===== src/rtl/rv32i_mem_arbiter.sv =====
// Shares one Avalon-style memory port between instruction fetch and the ALU load/store path.
// Each access runs IDLE -> CMD -> (RESP) -> DONE; a response timeout raises bus_err and completes with zero data.
module rv32i_mem_arbiter #(
    parameter int TIMEOUT       = 255,
    parameter bit DATA_PRIORITY = 1'b1
) (
    input  logic        clk,
    input  logic        reset_n,
    input  logic        if_req,
    input  logic [31:0] if_addr,
    input  logic        if_flush,
    output logic        if_valid,
    output logic [31:0] if_rdata,
    input  logic        load,
    input  logic        store,
    input  logic [31:0] addr,
    input  logic [3:0]  st_be,
    input  logic [31:0] st_data,
    output logic        stall,
    output logic        clr_load_op,
    output logic [31:0] ld_data,
    output logic [31:0] mem_addr,
    output logic        mem_read,
    output logic        mem_write,
    output logic [3:0]  mem_be,
    output logic [31:0] mem_wdata,
    input  logic        mem_waitreq,
    input  logic [31:0] mem_rdata,
    input  logic        mem_rvalid,
    output logic        bus_err
);

    typedef enum logic [1:0] {IDLE, CMD, RESP, DONE} state_t;

    localparam logic [15:0] TO_LAST = 16'(TIMEOUT - 1);

    state_t      state, state_nxt;
    logic        owner_data;
    logic        is_write;
    logic [31:0] addr_q;
    logic [3:0]  be_q;
    logic [31:0] wdata_q;
    logic [15:0] cnt;
    logic        flushed;
    logic        timed_out;

    logic        data_req;
    logic        grant;
    logic        grant_data;
    logic        grant_wr;
    logic [31:0] sel_addr;
    logic        to_hit;
    logic        capture;
    logic [31:0] cap_word;
    logic        flush_seen;

    assign data_req   = load | store;
    assign grant_wr   = grant_data & store;
    assign sel_addr   = grant_data ? addr : if_addr;
    assign flush_seen = if_flush & if_req & ~owner_data;
    assign cap_word   = to_hit ? 32'h0 : mem_rdata;
    assign capture    = (state == CMD || state == RESP) && state_nxt == DONE;

    always_comb begin
        state_nxt  = state;
        grant      = 1'b0;
        grant_data = 1'b0;
        to_hit     = 1'b0;
        case (state)
            IDLE: begin
                if (data_req && (DATA_PRIORITY || !if_req)) begin
                    grant      = 1'b1;
                    grant_data = 1'b1;
                end else if (if_req) begin
                    grant = 1'b1;
                end
                if (grant) state_nxt = CMD;
            end
            CMD: begin
                if (!mem_waitreq) state_nxt = is_write ? DONE : RESP;
                // A read accepted on the final allowed cycle still cannot return in time.
                if (cnt == TO_LAST && !(!mem_waitreq && is_write)) begin
                    to_hit    = 1'b1;
                    state_nxt = DONE;
                end
            end
            RESP: begin
                if (mem_rvalid) begin
                    state_nxt = DONE;
                end else if (cnt == TO_LAST) begin
                    to_hit    = 1'b1;
                    state_nxt = DONE;
                end
            end
            default: state_nxt = IDLE;
        endcase
    end

    always_ff @(posedge clk) begin
        if (!reset_n) begin
            state      <= IDLE;
            owner_data <= 1'b0;
            is_write   <= 1'b0;
            addr_q     <= '0;
            be_q       <= '0;
            wdata_q    <= '0;
            cnt        <= '0;
            flushed    <= 1'b0;
            timed_out  <= 1'b0;
            ld_data    <= '0;
            if_rdata   <= '0;
        end else begin
            state <= state_nxt;
            case (state)
                IDLE: begin
                    if (grant) begin
                        owner_data <= grant_data;
                        is_write   <= grant_wr;
                        addr_q     <= sel_addr & 32'hFFFF_FFFC;
                        be_q       <= grant_wr ? st_be : 4'hF;
                        wdata_q    <= grant_wr ? st_data : 32'h0;
                        cnt        <= '0;
                        flushed    <= 1'b0;
                        timed_out  <= 1'b0;
                    end
                end
                CMD, RESP: begin
                    cnt <= cnt + 16'd1;
                    if (flush_seen) flushed <= 1'b1;
                end
                default: ;
            endcase
            if (capture) begin
                if (to_hit) timed_out <= 1'b1;
                if (owner_data && !is_write) ld_data <= cap_word;
                if (!owner_data) if_rdata <= cap_word;
            end
        end
    end

    assign mem_addr    = addr_q;
    assign mem_be      = be_q;
    assign mem_wdata   = wdata_q;
    assign mem_read    = (state == CMD) & ~is_write;
    assign mem_write   = (state == CMD) & is_write;
    // Stall falls in the DONE cycle so the ALU can retire the op on that edge.
    assign stall       = data_req & ~(state == DONE && owner_data);
    assign clr_load_op = (state == DONE) & owner_data & ~is_write;
    assign if_valid    = (state == DONE) & ~owner_data & ~flushed & ~(if_flush & if_req);
    assign bus_err     = (state == DONE) & timed_out;

endmodule


===== config.mk =====
export PLATFORM = sky130hd
export DESIGN_NAME = rv32i_mem_arbiter
export DESIGN_NICKNAME = d
export VERILOG_FILES = /design/src/rtl/rv32i_mem_arbiter.sv
export SDC_FILE = /design/constraint.sdc
export NUM_CORES = 1
export LEC_CHECK = 0
export BUFFER_PORTS_ARGS = -buffer_cell sky130_fd_sc_hd__clkbuf_2
export CORE_UTILIZATION = 51
export CTS_CLUSTER_SIZE = 40
export DETAILED_ROUTE_END_ITERATION = 16
export PLACE_DENSITY_LB_ADDON = 0.12
export SKIP_CTS_REPAIR_TIMING = 1
export SLEW_MARGIN = 20
export SYNTH_ARGS = -nofsm -noshare
export SYNTH_HDL_FRONTEND = slang
export SYNTH_SLANG_ARGS = --single-unit

===== constraint.sdc =====
create_clock -name clk -period 5.3 [get_ports clk]
set_clock_uncertainty 0.1 [all_clocks]
set_input_delay 0.795 -clock clk [delete_from_list [all_inputs] [get_ports clk]]
set_output_delay 0.795 -clock clk [all_outputs]
set_load 0.005 [all_outputs]

==> results.json <==
{
  "worst_path_most_repeated_cell": "buf_4",
  "wire_per_inst_um": 15.4,
  "cpMaxStageDelayCell": "o211ai_4",
  "maxSlewHeadroom": 0.321,
  "crit_chain": "inv_1 > ha_1 > buf_4 > o21ai_2 > buf_4 > a31oi_4 > o211ai_4 > buf_4 > mux2i_1",
  "finalHoldViolCount": 0,
  "synth-seq-area-share": 0.477,
  "tns_ps": 0,
  "synth_seq_cells": 152,
  "rsz0062_at_grt": "no",
  "core_mm2": 0.0121,
  "synthDistinctLibCells": 53,
  "syn_area_mm2": 0.00638,
  "yosysWarningCount": 0,
  "ant_nets": 0,
  "synthArstFlopShare": 0,
  "antenna_cells": 0,
  "cts_sinks": 152,
  "dr.pass1.iters": 6,
  "setup_ws_ps": 2100,
  "cp-end-kind": "flip-flop",
  "tritoncts": "done",
  "h-tree-depth": 4,
  "grt_first_pass_wirelength_mm": 26.9,
  "ir_drop_mv": 0.241,
  "p_per_area_mw_per_mm2": 376,
  "cts_max_path_buffers": 2,
  "grt_pass1_vias": 5639,
  "cpLargestDelayFamily": "buffers and inverters",
  "cts_buffers": 17,
  "io_buffers": 271,
  "grt_max_degree": 90,
  "syn_inst": 679,
  "vias": 5777,
  "die_y_um": 114,
  "slowest_delay_ps": 650,
  "r2r_start": "state[0]$_SDFF_PN0_",
  "start_kind": "flip-flop",
  "arrival_ps": 3440,
  "required_ps": 5540,
  "power_mw": 3.14,
  "critPathKind": "flip-flop to flip-flop",
  "drtIter0Drc": 328,
  "syn_to_final_growth_pct": 30.9,
  "clk_latency_ps": 420,
  "dp_slack_ps": 1680,
  "status": "complete, no violations",
  "synthFlopType": "dfxtp_1",
  "synth_top_area_frac": 0.477,
  "rrSetupSlack_ps": 2100,
  "cp_num_buf_inv": 4,
  "fmax_mhz": 312,
  "avgSynthCellArea_um2": 9.40,
  "antenna_found_initial": 0,
  "hold_start": "if_rdata[5]$_SDFFE_PN0P_",
  "row_count": 40,
  "drv_cap": 0,
  "post-route-min-period_ps": 3200,
  "die_area_mm2": 0.0130,
  "final_nets": 1072,
  "viasPerCell": 5.23,
  "regToRegEndpoint": "if_rdata[7]$_SDFFE_PN0P_",
  "power.leakage_nw": 4.02,
  "layout-drive-gt1-share": 0.348,
  "synth_area_leader_cell": "dfxtp_1",
  "die_w_um": 114,
  "hold_end": "if_rdata[5]$_SDFFE_PN0P_",
  "gp_congestion": 0.816,
  "final_max_slew_viol_count": 0,
  "cp_max_fo": 38,
  "worst_pin_slew_ps": 1020,
  "drt_wl_total_mm": 17.0,
  "synth_edf_count": 0,
  "worstHoldPathType": "flip-flop to flip-flop",
  "path_clk_slew_ps": 60,
  "timing.final.crit_share": 0.604,
  "io_pins": 278,
  "synth_area_leaders": "dfxtp_1, mux2i_1, nand2_1",
  "start_util": 0.527,
  "dpl.hpwl_mm": 12.1,
  "grt-ovfl-total": 0,
  "setup_viol": 0,
  "track_usage": 0.265,
  "r2r.worst_path.cells": 9,
  "ctsRootBufferMaster": "clkbuf_16",
  "holdPathStages": 2,
  "drc": 0
}
[synthesized netlist by cell type (4+ instances only)]
cell and count:
xnor2_1 9, xor2_1 5, mux2i_1 64, ha_1 7, nand2_1 105, inv_1 9, dfxtp_1 152, nor2_1 23
a21oi_1 36, o221a_2 4, a22oi_1 33, nor2b_1 38, o21ai_0 62, nor3_1 4, clkbuf_1 43, nand3b_1 30
[cell families (layout without fill, tap and decap cells)]
group	Yosys count	count (layout)	share of synthesized area
AO/OA/AOI/OAI	150	150	0.148
XOR/XNOR	14	14	0.0192
adder cells (fa/ha/maj)	7	7	0.0137
buffers and inverters	62	319	0.0492
flip-flops	152	152	0.477
multiplexers	64	64	0.100
other	1	2	0.000588
AND/OR/NAND/NOR	229	229	0.192
[layer usage]
metal | wire [um] | GRT usage | vias up | part of all wire
met5 | 0 | 0 | - | 0
met4 | 527 | 0.126 | 0 | 0.031
met3 | 1160 | 0.0914 | 37 | 0.068
met2 | 8470 | 0.460 | 198 | 0.50
li1 | - | - | 2839 | -
met1 | 6830 | 0.291 | 2703 | 0.40
[registers in the layout, indices dropped and copies added (netlist names)]
name,cells
if_rdata,32
ld_data,32
mem_wdata,32
mem_addr,30
cnt,16
mem_be,4
state,2
flushed,1
is_write,1
owner_data,1
timed_out,1
[layout make-up]
cell class,instances,area [um^2]
Fill cell,1021,3760
Sequential cell,152,3040
Multi-Input combinational cell,466,3040
Timing Repair Buffer,279,1440
Clock buffer,23,468
Tap cell,168,210
Clock inverter,8,121
Inverter,9,33.8
[report_power, final]
part | switching (mW) | internal [mW] | total [mW]
logic | 0.353 | 0.254 | 0.607
clock network | 0.444 | 0.761 | 1.20
registers | 0.0704 | 1.26 | 1.33
total | 0.868 | 2.27 | 3.14
[worst min-delay path, delay by kind of cell, from the launching register on]
family	cells	cell delay [ps]
and+or+nand+nor	1	50
muxes	1	50
DFF	1	300
[per-stage QoR]
stage | instance area (um^2) | hold slack [ps] | util | instances
after detailed placement | 7730 | 353 | 0.639 | 1073
after floorplan | 6380 | 355 | - | 680
after global placement | 7730 | 345 | 0.639 | 1073
after global routing | 8350 | 372 | 0.690 | 1105
after CTS | 8320 | 361 | 0.687 | 1104
final | 8350 | 357 | 0.690 | 1105
[layout by cell type, fill, tap and decap left out, drive strengths merged, types with 2 or more instances in the layout]
cell,count
a211oi,4
a21oi,37
a22oi,33
a31oi,2
and2,3
and3,2
buf,9
bufinv,3
clkbuf,293
clkinv,4
conb,2
dfxtp,152
ha,7
inv,9
mux2i,64
nand2,105
nand2b,2
nand3,3
nand3b,30
nand4,4
nor2,23
nor2b,38
nor3,4
nor4b,4
o21ai,64
o221a,4
or4b,2
xnor2,9
xor2,5
[worst max path at each step]
| stage | start | endpoint | slack (ps) | cells past startpoint |
|---|---|---|---|---|
| 3_5_place_dp | if_req | if_rdata[3]$_SDFFE_PN0P_ | 1680 | 7 |
| 2_1_floorplan | if_req | if_rdata[10]$_SDFFE_PN0P_ | 2800 | 7 |
| 3_3_place_gp | if_req | if_rdata[10]$_SDFFE_PN0P_ | 1770 | 7 |
| 6_report | state[0]$_SDFF_PN0_ | if_rdata[7]$_SDFFE_PN0P_ | 2100 | 9 |
| 5_1_grt | state[0]$_SDFF_PN0_ | if_rdata[2]$_SDFFE_PN0P_ | 1840 | 9 |
| 4_1_cts | state[0]$_SDFF_PN0_ | if_rdata[7]$_SDFFE_PN0P_ | 2080 | 9 |
No activity file was read; power rests on OpenSTA's default activity.
